### src/rtl/ram_arbiter_2p_if.sv
// Requester-side bundle for the two-port RAM arbiter.
// Both request ports plus their grant/read-data returns.
interface ram_arbiter_2p_if #(
   parameter int unsigned ADDR_W = 10,
   parameter int unsigned DATA_W = 16
);
   logic              req0;
   logic              req1;
   logic              we0;
   logic              we1;
   logic [ADDR_W-1:0] addr0;
   logic [ADDR_W-1:0] addr1;
   logic [DATA_W-1:0] wdata0;
   logic [DATA_W-1:0] wdata1;
   logic              gnt0;
   logic              gnt1;
   logic              rvalid0;
   logic              rvalid1;
   logic [DATA_W-1:0] rdata0;
   logic [DATA_W-1:0] rdata1;

   modport master (
      output req0, req1, we0, we1, addr0, addr1, wdata0, wdata1,
      input  gnt0, gnt1, rvalid0, rvalid1, rdata0, rdata1
   );

   modport slave (
      input  req0, req1, we0, we1, addr0, addr1, wdata0, wdata1,
      output gnt0, gnt1, rvalid0, rvalid1, rdata0, rdata1
   );
endinterface

### src/rtl/ram_arbiter_2p.sv
// Round-robin arbiter sharing one single-ported RAM between an
// instruction-fetch port (0) and a data port (1), one access at a time.
module ram_arbiter_2p #(
   parameter int unsigned ADDR_W = 10,
   parameter int unsigned DATA_W = 16
) (
   input  logic              clk,
   input  logic              rst_n,
   ram_arbiter_2p_if.slave   bus,
   output logic              busy,
   output logic              ram_read_en,
   output logic              ram_write_en,
   output logic [ADDR_W-1:0] ram_addr,
   output logic [DATA_W-1:0] ram_din,
   input  logic [DATA_W-1:0] ram_dout
);

   typedef enum logic [1:0] {IDLE, ISSUE, RDATA} state_t;

   state_t            state, state_nx;
   logic              sel_q, sel_d;
   logic              we_q, we_d;
   logic              last_gnt, last_gnt_d;
   logic              pick1;
   logic              gnt0_d, gnt1_d, rvalid0_d, rvalid1_d;
   logic              ren_d, wen_d, busy_d;
   logic [ADDR_W-1:0] addr_d;
   logic [DATA_W-1:0] din_d;

   // Port 1 wins when alone, or on contention when port 0 was served last.
   assign pick1 = bus.req1 & (~bus.req0 | ~last_gnt);

   always_ff @(posedge clk or negedge rst_n) begin
      if (!rst_n) state <= IDLE;
      else        state <= state_nx;
   end

   always_comb begin
      state_nx = state;
      case (state)
         IDLE:    if (bus.req0 | bus.req1) state_nx = ISSUE;
         ISSUE:   state_nx = we_q ? IDLE : RDATA;
         RDATA:   state_nx = IDLE;
         default: state_nx = IDLE;
      endcase
   end

   // Next values for the registered outputs, so they line up with the state they belong to.
   always_comb begin
      sel_d      = sel_q;
      we_d       = we_q;
      last_gnt_d = last_gnt;
      gnt0_d     = 1'b0;
      gnt1_d     = 1'b0;
      rvalid0_d  = 1'b0;
      rvalid1_d  = 1'b0;
      ren_d      = 1'b0;
      wen_d      = 1'b0;
      addr_d     = ram_addr;
      din_d      = ram_din;
      busy_d     = (state_nx != IDLE);
      case (state)
         IDLE: begin
            if (bus.req0 | bus.req1) begin
               sel_d  = pick1;
               we_d   = pick1 ? bus.we1    : bus.we0;
               addr_d = pick1 ? bus.addr1  : bus.addr0;
               din_d  = pick1 ? bus.wdata1 : bus.wdata0;
               gnt0_d = ~pick1;
               gnt1_d = pick1;
               wen_d  = we_d;
               ren_d  = ~we_d;
            end
         end
         ISSUE: begin
            last_gnt_d = sel_q;
            rvalid0_d  = ~we_q & ~sel_q;
            rvalid1_d  = ~we_q & sel_q;
         end
         default: ;
      endcase
   end

   always_ff @(posedge clk or negedge rst_n) begin
      if (!rst_n) begin
         sel_q        <= 1'b0;
         we_q         <= 1'b0;
         last_gnt     <= 1'b1;
         bus.gnt0     <= 1'b0;
         bus.gnt1     <= 1'b0;
         bus.rvalid0  <= 1'b0;
         bus.rvalid1  <= 1'b0;
         ram_read_en  <= 1'b0;
         ram_write_en <= 1'b0;
         ram_addr     <= '0;
         ram_din      <= '0;
         busy         <= 1'b0;
      end else begin
         sel_q        <= sel_d;
         we_q         <= we_d;
         last_gnt     <= last_gnt_d;
         bus.gnt0     <= gnt0_d;
         bus.gnt1     <= gnt1_d;
         bus.rvalid0  <= rvalid0_d;
         bus.rvalid1  <= rvalid1_d;
         ram_read_en  <= ren_d;
         ram_write_en <= wen_d;
         ram_addr     <= addr_d;
         ram_din      <= din_d;
         busy         <= busy_d;
      end
   end

   // RAM output is already registered; steer it to the port whose rvalid is up.
   assign bus.rdata0 = bus.rvalid0 ? ram_dout : '0;
   assign bus.rdata1 = bus.rvalid1 ? ram_dout : '0;

endmodule

### src/flat_wrapper.sv
// flat-port wrapper written by rule: the top's interface ports become plain ports
module ram_arbiter_2p_flat 
#(
   parameter int unsigned ADDR_W = 10,
   parameter int unsigned DATA_W = 16
)
  (clk, rst_n, busy, ram_read_en, ram_write_en, ram_addr, ram_din, ram_dout, bus_req0, bus_req1, bus_we0, bus_we1, bus_addr0, bus_addr1, bus_wdata0, bus_wdata1, bus_gnt0, bus_gnt1, bus_rvalid0, bus_rvalid1, bus_rdata0, bus_rdata1);
  ram_arbiter_2p_if #(.ADDR_W(ADDR_W), .DATA_W(DATA_W)) bus_i ();
  input  logic clk;
  input  logic rst_n;
  output logic busy;
  output logic ram_read_en;
  output logic ram_write_en;
  output logic [ADDR_W-1:0] ram_addr;
  output logic [DATA_W-1:0] ram_din;
  input  logic [DATA_W-1:0] ram_dout;
  input wire logic [$bits(bus_i.req0)-1:0] bus_req0;
  input wire logic [$bits(bus_i.req1)-1:0] bus_req1;
  input wire logic [$bits(bus_i.we0)-1:0] bus_we0;
  input wire logic [$bits(bus_i.we1)-1:0] bus_we1;
  input wire logic [$bits(bus_i.addr0)-1:0] bus_addr0;
  input wire logic [$bits(bus_i.addr1)-1:0] bus_addr1;
  input wire logic [$bits(bus_i.wdata0)-1:0] bus_wdata0;
  input wire logic [$bits(bus_i.wdata1)-1:0] bus_wdata1;
  output wire logic [$bits(bus_i.gnt0)-1:0] bus_gnt0;
  output wire logic [$bits(bus_i.gnt1)-1:0] bus_gnt1;
  output wire logic [$bits(bus_i.rvalid0)-1:0] bus_rvalid0;
  output wire logic [$bits(bus_i.rvalid1)-1:0] bus_rvalid1;
  output wire logic [$bits(bus_i.rdata0)-1:0] bus_rdata0;
  output wire logic [$bits(bus_i.rdata1)-1:0] bus_rdata1;
  assign bus_i.req0 = bus_req0;
  assign bus_i.req1 = bus_req1;
  assign bus_i.we0 = bus_we0;
  assign bus_i.we1 = bus_we1;
  assign bus_i.addr0 = bus_addr0;
  assign bus_i.addr1 = bus_addr1;
  assign bus_i.wdata0 = bus_wdata0;
  assign bus_i.wdata1 = bus_wdata1;
  assign bus_gnt0 = bus_i.gnt0;
  assign bus_gnt1 = bus_i.gnt1;
  assign bus_rvalid0 = bus_i.rvalid0;
  assign bus_rvalid1 = bus_i.rvalid1;
  assign bus_rdata0 = bus_i.rdata0;
  assign bus_rdata1 = bus_i.rdata1;
  ram_arbiter_2p #(.ADDR_W(ADDR_W), .DATA_W(DATA_W)) u_core (.clk(clk), .rst_n(rst_n), .bus(bus_i), .busy(busy), .ram_read_en(ram_read_en), .ram_write_en(ram_write_en), .ram_addr(ram_addr), .ram_din(ram_din), .ram_dout(ram_dout));
endmodule
### config.mk
export PLATFORM = sky130hd
export DESIGN_NAME = ram_arbiter_2p_flat
export DESIGN_NICKNAME = d
export VERILOG_FILES = /design/src/rtl/ram_arbiter_2p_if.sv /design/src/rtl/ram_arbiter_2p.sv /design/src/flat_wrapper.sv
export SDC_FILE = /design/constraint.sdc
export NUM_CORES = 1
export LEC_CHECK = 0
export BUFFER_PORTS_ARGS = -buffer_cell sky130_fd_sc_hd__buf_2
export CAP_MARGIN = 20
export CORE_ASPECT_RATIO = 1.25
export CORE_MARGIN = 5
export CORE_UTILIZATION = 43
export CTS_CLUSTER_SIZE = 24
export DETAILED_ROUTE_END_ITERATION = 16
export HOLD_SLACK_MARGIN = 0.08
export PLACE_DENSITY_LB_ADDON = 0.15
export REMOVE_ABC_BUFFERS = 1
export SETUP_SLACK_MARGIN = 0.1
export SLEW_MARGIN = 20
export SYNTH_ARGS = -nofsm -noshare
export SYNTH_HDL_FRONTEND = slang
export SYNTH_SLANG_ARGS = --single-unit
### constraint.sdc
create_clock -name clk -period 2.11 [get_ports clk]
set_clock_uncertainty 0.1 [all_clocks]
set_input_delay 0.3165 -clock clk [delete_from_list [all_inputs] [get_ports clk]]
set_output_delay 0.3165 -clock clk [all_outputs]
set_load 0.1 [all_outputs]
Yosys cells after proc, flatten, opt, wreduce, memory -nomap -nowiden
Index checks and enable logic that the tools add are counted.
{"block": "classes", "eq_ne": 1, "n_mux": 18, "bitwise_logic": 11, "n_reduce_logical": 3}
{"operator": "2-to-1 mux 16 bit", "n": 3}
{"operator": "2-to-1 mux 1 bit", "n": 11}
{"operator": "2-to-1 mux 10 bit", "n": 1}
{"operator": "inverter 1 bit", "n": 6}
{"operator": "2-to-1 mux 2 bit", "n": 2}
{"operator": "one-hot mux 2 bit (2 select lines)", "n": 1}
{"operator": "bitwise AND 1 bit", "n": 3}
{"operator": "equality test 2 x 1 -> 1 bit, second input constant", "n": 1}
{"operator": "zero test 2 bit", "n": 1}
{"operator": "OR 1 bit", "n": 2}
{"operator": "AND reduction 2 bit", "n": 1}
{"operator": "nonzero test 2 bit", "n": 1}
{"block": "totals", "reg_bits": 38, "inputBits": 74, "out_inout_bits": 65, "word_cells": 46}

Logic depth before layout (Yosys ltp)
Gate-level depths: netlist (run 1).
{"block": "logic_depth", "ltp_word": 7, "depth_mapped": 6, "ltp_nobuf": 4}

Worst setup path before layout (run 1)
Ideal clock, no wire load.
{"block": "synth_path", "kind": "flip-flop to output port", "startpoint": "register u_core.bus.rvalid1", "endpoint": "output bus_rdata1[15]", "arrival_ns": 2.003, "t_required_ns": 1.694, "setup_slack_ns": -0.309, "path_stages_with_launch": 3, "path_buffers": 1, "cell_sequence": "dfrtp_1 > clkbuf_1 > and2_1"}
{"block": "synth_between", "elab_chain_len": 1}
{"element": "start, declared", "line_no": "ram_arbiter_2p_if.sv:29", "rtl": "output gnt0, gnt1, rvalid0, rvalid1, rdata0, rdata1"}
{"element": "start signal, assigned", "line_no": "ram_arbiter_2p.sv:105", "rtl": "bus.rvalid1 <= rvalid1_d;"}
{"element": "2-to-1 mux 16 bit", "line_no": "ram_arbiter_2p.sv:116", "rtl": "assign bus.rdata1 = bus.rvalid1 ? ram_dout : '0;"}
{"element": "end, declared", "line_no": "flat_wrapper.sv:30", "rtl": "output wire logic [$bits(bus_i.rdata1)-1:0] bus_rdata1;"}
Every way passes these cells.

Worst setup path after layout (run 1)
{"block": "layout_path", "startpoint": "register u_core.bus.rvalid0", "endpoint": "output bus_rdata0[12]"}
{"block": "layout_between", "elab_chain_len": 1}
{"element": "start, declared", "line_no": "ram_arbiter_2p_if.sv:29"}
{"element": "start signal, assigned", "line_no": "ram_arbiter_2p.sv:104", "rtl": "bus.rvalid0 <= rvalid0_d;"}
{"element": "2-to-1 mux 16 bit", "line_no": "ram_arbiter_2p.sv:115", "rtl": "assign bus.rdata0 = bus.rvalid0 ? ram_dout : '0;"}
{"element": "end, declared", "line_no": "flat_wrapper.sv:29", "rtl": "output wire logic [$bits(bus_i.rdata0)-1:0] bus_rdata0;"}
Every way passes these cells.

==> results of run 1 <==
sequential cells by signal, indices dropped and copies added (netlist names):
signal,cells
u_core.ram_read_en,1
u_core.sel_q,1
u_core.ram_din,16
u_core.ram_write_en,1
u_core.busy,1
u_core.bus.gnt1,1
u_core.ram_addr,10
u_core.bus.rvalid0,1
u_core.we_q,1
u_core.bus.rvalid1,1
u_core.last_gnt,1
u_core.bus.gnt0,1
u_core.state,2
metal layers:
metal  global-route usage  vias up  share of wire  wire [µm]
met5                    0        -              0          0
met3               0.0514        4           0.13        663
met2                0.360      103           0.52       2730
met1                0.178      841           0.35       1860
li1                     -      939              -          -
met4               0.0488        0         0.0074         39
cells in the final DEF, fill, tap and decap left out:
cell type	instances
mux2i_1	1
clkinvlp_4	1
dlygate4sd3_1	1
clkbuf_8	5
buf_4	5
nand2b_1	1
inv_1	1
a221o_1	8
dfstp_2	1
nand2_1	38
a21oi_1	20
a21bo_2	1
mux2_2	1
clkbuf_4	1
nor2b_1	1
and3_1	9
a21o_1	1
a21boi_2	1
bufinv_16	2
dfrtp_1	37
a31oi_1	18
buf_2	137
nor3_1	1
and2_1	34
clkinv_4	1
or2_1	1
nor2_1	2
nor2_2	1
kinds of logic after synthesis:
| logic type | after synthesis | synth area share |
|---|---|---|
| flops | 38 | 0.517 |
| mux | 2 | 0.0116 |
| buf+inv | 17 | 0.0523 |
| compound gates | 49 | 0.175 |
| simple gates | 88 | 0.244 |
per-stage QoR:
stage | utilization | cell area (µm²) | setup TNS, ps
3_5_place_dp | 0.617 | 2550 | 0
4_1_cts | 0.653 | 2700 | 0
6_report | 0.654 | 2700 | 0
2_1_floorplan | - | 1750 | -6930
3_3_place_gp | 0.617 | 2550 | 0
5_1_grt | 0.654 | 2700 | 0
repair_timing:
action,CTS,global route
hold endpoints to repair,37,0
hold buffers,1,0
gates resized for setup,0,2
endpoints found under the setup margin,0,2
critical path: cells and delay by family (launching register included):
kind                   cells  cell delay, ps
and+or+nand+nor            1             200
DFF                        1             550
buffers and inverters      1             430
final cells by class:
class	instances	area (µm²)	area share
multi-input combinational	139	792	0.293
clock inverter	3	68.8	0.0255
sequential	38	952	0.352
clock buffer	5	68.8	0.0255
tap	56	70.1	0.0259
inverter	2	11.3	0.00416
timing repair buffer	144	741	0.274
worst min-delay path by stage:
stage | endpoint | slack [ps]
finish | u_core.ram_addr[3] | 160
global route | u_core.ram_addr[2] | 160
CTS | u_core.ram_addr[3] | 150
detailed placement | u_core.ram_din[15] | 360
global placement | u_core.ram_din[2] | 360
floorplan | u_core.bus.gnt0 | -80
==> metrics.txt, run 1 <==
result of the run=finished clean; Die ar.=5700 µm²; Worst Path Arrival=1470 ps; initial antenna violation count=0; flop and latch count out of synthesis=38; drt first-iter violations=32; slowest stage cell, crit path=dfrtp_1; worst r2r src=u_core.state[0]; worst-skew pair later-pin latency=290 ps; count of vias placed by the detailed router=1887; count of mapped cells out of synthesis=194; routed wire length=5300 µm; delay of the slowest cell on the worst path=550 ps; Core Rows=26; post-synth design cell area=1840 µm²; clock edge transition at the registers on the reported setup and hold paths=80 ps; required time reported for the critical path endpoint=1690 ps; maximum number of pins on one net before global-route repair=39; r2r endpoint=u_core.ram_addr[1]; Cell variety after synth=24; number of global-route vias before repair=1913; die outline width=68.5 µm; final non-filler cell total=387; total routing usage reported by global routing=0.185; RePlAce Congestion=0.678; TritonCTS Sinks=38; ratio of routed vias to standard cells=4.88; synthesized area divided by synthesized cell count=9.49 µm²; cell count of the worst reg-to-reg path=4; count of TritonRoute iterations in the first routing pass=4; layout filler cell count=383; count of final setup violators=0; clock period minus final worst setup slack=1880 ps; Seq/Total Area, Yosys=0.517; Critical path origin=u_core.bus.rvalid0; kind of start point of the critical path=register; clock tree root driver cell=clkbuf_8; placeable core area=4130 µm²; flop2flop setup slack=350 ps; Max transition margin=0.457; transition time at the pin with the least slew margin=815 ps; most area-hungry cell type in the Yosys netlist=dfrtp_1; # diodes=0; number of antenna-violating nets in the routed design=0; top cells by instance count after synthesis=38 x nand2_1, 37 x dfrtp_1, 34 x and2_1; yosys synthesis warning count=0; final slew viol count=0; area delta synth->final=46.9%; Port Buffers=138; final hold violations=0; worst setup slack before clock tree synthesis=283 ps; CTS tree=yes; share of layout cells above drive strength 1=0.474; Critical Path Sink=bus_rdata0[12]; most common cell in the synthesized netlist=nand2_1; type of the setup path with the least slack=register to primary output; tightest hold margin=159 ps; starting density of the core=0.445; average detailed-routed wire length per instance=13.7 µm; Max Clock Freq=531 MHz; worst setup margin=226 ps; overflow left after global routing=0; number of buffers created by CTS=5; I/O pin total=139; DRC violation count after routing=0; Die Ht=83.1 µm; type of the tightest min-delay check=primary input to register; count of nets after finishing=404; dominant cells by area after synthesis=dfrtp_1 50%, and2_1 12%, nand2_1 7.7%; H-Tree Level Count=2; number of synthesized flops with an enable pin=0; CP cell instances=and2_1, buf_2; origin of the worst min-delay path=bus_addr0[3]; Worst Setup End Kind=primary output; number of cells on the worst hold path=2; Yosys top cell area share=0.503; Post-CTS Setup Bufs=0; DP Cell Count=378; unrepaired setup endpoints after global routing=no; fraction of registers with async set or reset after synthesis=1.00; post-detailed-placement half-perimeter wirelength=4160 µm; Post-synth top flop=dfrtp_1; crit share post-route=0.893; buffer depth of the longest clock path=2; Max Cap Viol=0; wire length of the first global-routing pass=8260 µm; highest fanout seen on the critical path=17
Power of run 1 is left out: the tool's default activity adds up to more than one toggle a clock period on the data nets, which glitch-free logic cannot reach.
==> inputs of run 2 (changes only) <==
--- a/config.mk
+++ b/config.mk
@@ -13,6 +13,7 @@
 export CTS_CLUSTER_SIZE = 24
 export DETAILED_ROUTE_END_ITERATION = 16
 export HOLD_SLACK_MARGIN = 0.08
+export MAX_ROUTING_LAYER = met4
 export PLACE_DENSITY_LB_ADDON = 0.15
 export REMOVE_ABC_BUFFERS = 1
 export SETUP_SLACK_MARGIN = 0.1
==> run 2 against run 1 <==
Register-to-register slack is essentially flat; count of clock-buffer cells in the layout is the same; die area is the same; highest routed layer unchanged; core utilization is the same.
==> metrics.txt, run 2 (synthesis results as in run 1) <==
Max transition margin=0.453 (was 0.457); Die ar.=5700 µm² (unchanged); result of the run=finished clean (unchanged); # diodes=0 (unchanged); crit share post-route=0.892 (was 0.893); r2r endpoint=u_core.ram_addr[1] (unchanged); wire length of the first global-routing pass=8260 µm (unchanged); average detailed-routed wire length per instance=13.7 µm (about the same); count of TritonRoute iterations in the first routing pass=4 (unchanged); overflow left after global routing=0 (unchanged); buffer depth of the longest clock path=2 (unchanged); CP cell instances=and2_1, buf_2 (unchanged); final slew viol count=0 (unchanged); count of nets after finishing=404 (unchanged); number of buffers created by CTS=5 (unchanged); Port Buffers=138 (unchanged); Largest regs=u_core.ram_din (16), u_core.ram_addr (10), u_core.state (2) (unchanged); final non-filler cell total=387 (unchanged); leading cell type in the layout, fill and taps excluded=buf_2 (unchanged); Die Ht=83.1 µm (unchanged); area delta synth->final=46.9% (unchanged); unrepaired setup endpoints after global routing=no (unchanged); starting density of the core=0.445 (unchanged); number of antenna-violating nets in the routed design=0 (unchanged); cell count of the worst reg-to-reg path=4 (unchanged); DRC violation count after routing=0 (unchanged); clock edge transition at the registers on the reported setup and hold paths=80 ps (about the same); clock period minus final worst setup slack=1880 ps (about the same); flop2flop setup slack=360 ps (was 350 ps); worst-skew pair later-pin latency=290 ps (about the same); clock tree root driver cell=clkbuf_8 (unchanged); type of the setup path with the least slack=register to primary output (unchanged); maximum number of pins on one net before global-route repair=39 (unchanged); Critical path buffers and inverters=1 (unchanged); I/O pin total=139 (unchanged); number of cells on the worst hold path=2 (unchanged); die outline width=68.5 µm (unchanged); initial antenna violation count=0 (unchanged); final core utilization=0.654 (unchanged); TritonCTS Sinks=38 (unchanged); count of vias placed by the detailed router=1908 (was 1887); CP top delay family=flip-flops (unchanged); drt first-iter violations=49 (was 32); origin of the worst min-delay path=bus_addr0[0] (was bus_addr0[3]); share of layout cells above drive strength 1=0.474 (unchanged); worst setup margin=227 ps (was 226 ps); count of final setup violators=0 (unchanged); transition time at the pin with the least slew margin=820 ps (was 815 ps); slowest stage cell, crit path=dfrtp_1 (unchanged); number of global-route vias before repair=1912 (was 1913); max reg flops=16 (unchanged); Worst Setup End Kind=primary output (unchanged); Max Clock Freq=531 MHz (about the same); CTS tree=yes (unchanged); required time reported for the critical path endpoint=1690 ps (about the same); delay of the slowest cell on the worst path=550 ps (about the same); Core Rows=26 (unchanged); worst r2r src=u_core.state[0] (unchanged); highest fanout seen on the critical path=17 (unchanged); routed wire length=5300 µm (about the same); final hold violations=0 (unchanged); type of the tightest min-delay check=primary input to register (unchanged); placeable core area=4130 µm² (unchanged); hold endpoint=u_core.ram_addr[0] (was u_core.ram_addr[3]); Max Cap Viol=0 (unchanged); H-Tree Level Count=2 (unchanged); kind of start point of the critical path=register (unchanged); post-detailed-placement half-perimeter wirelength=4160 µm (unchanged); RePlAce Congestion=0.685 (was 0.678); Worst Path Arrival=1470 ps (about the same); total routing usage reported by global routing=0.190 (was 0.185); largest reg by FF count=u_core.ram_din (unchanged); DP Cell Count=378 (unchanged); ratio of routed vias to standard cells=4.93 (was 4.88); commonest non-fill, non-tap cells in the layout=137 x buf_2, 38 x nand2_1, 37 x dfrtp_1 (unchanged); worst setup slack before clock tree synthesis=283 ps (unchanged)
[run 2: cell counts in the layout (fill, tap and decap cells not counted)]
Identical to the previous run, type by type.
[run 2: worst max path at each step]
| stage | start | end | slack [ps] | cells past startpoint |
|---|---|---|---|---|
| 3_5_place_dp | u_core.state[0] | u_core.ram_addr[7] | 280 | 4 |
| 3_3_place_gp | u_core.state[0] | u_core.ram_din[4] | 370 | 4 |
| 6_report | u_core.bus.rvalid0 | bus_rdata0[12] | 230 | 2 |
| 5_1_grt | u_core.bus.rvalid0 | bus_rdata0[12] | 120 | 2 |
| 2_1_floorplan | u_core.bus.rvalid1 | bus_rdata1[15] | -220 | 1 |
| 4_1_cts | u_core.bus.rvalid0 | bus_rdata0[10] | 180 | 2 |
[run 2: through the flow]
stage / hold slack [ps] / instance area [µm²] / setup TNS (ps)
floorplan: -79.1 / 1750 / -6930
global placement: 357 / 2550 / 0
detailed placement: 358 / 2550 / 0
CTS: 149 / 2700 / 0
global route: 155 / 2700 / 0
finish: 160 / 2700 / 0
[run 2: routing by layer]
metal / part of all wire / vias to the layer above / track usage
li1: - / 938 / -
met1: 0.36 / 859 / 0.183
met2: 0.52 / 107 / 0.360
met3: 0.12 / 4 / 0.0446
met4: 0.0074 / 0 / 0.0488
met5: 0 / - / -
[run 2: cell type report]
| cell class | count | area (µm²) |
|---|---|---|
| Fill cell | 383 | 1430 |
| Sequential cell | 38 | 952 |
| Multi-Input combinational cell | 139 | 792 |
| Timing Repair Buffer | 144 | 741 |
| Tap cell | 56 | 70.1 |
| Clock buffer | 5 | 68.8 |
| Clock inverter | 3 | 68.8 |
| Inverter | 2 | 11.3 |
[run 2: what timing repair did]
item,in CTS,in global routing
resized for setup,0,2
hold buffers,1,0
endpoints found under the setup margin,0,2
hold endpoints to repair,37,0
buffers inserted,0,0
Power of run 2 is left out for the same reason.
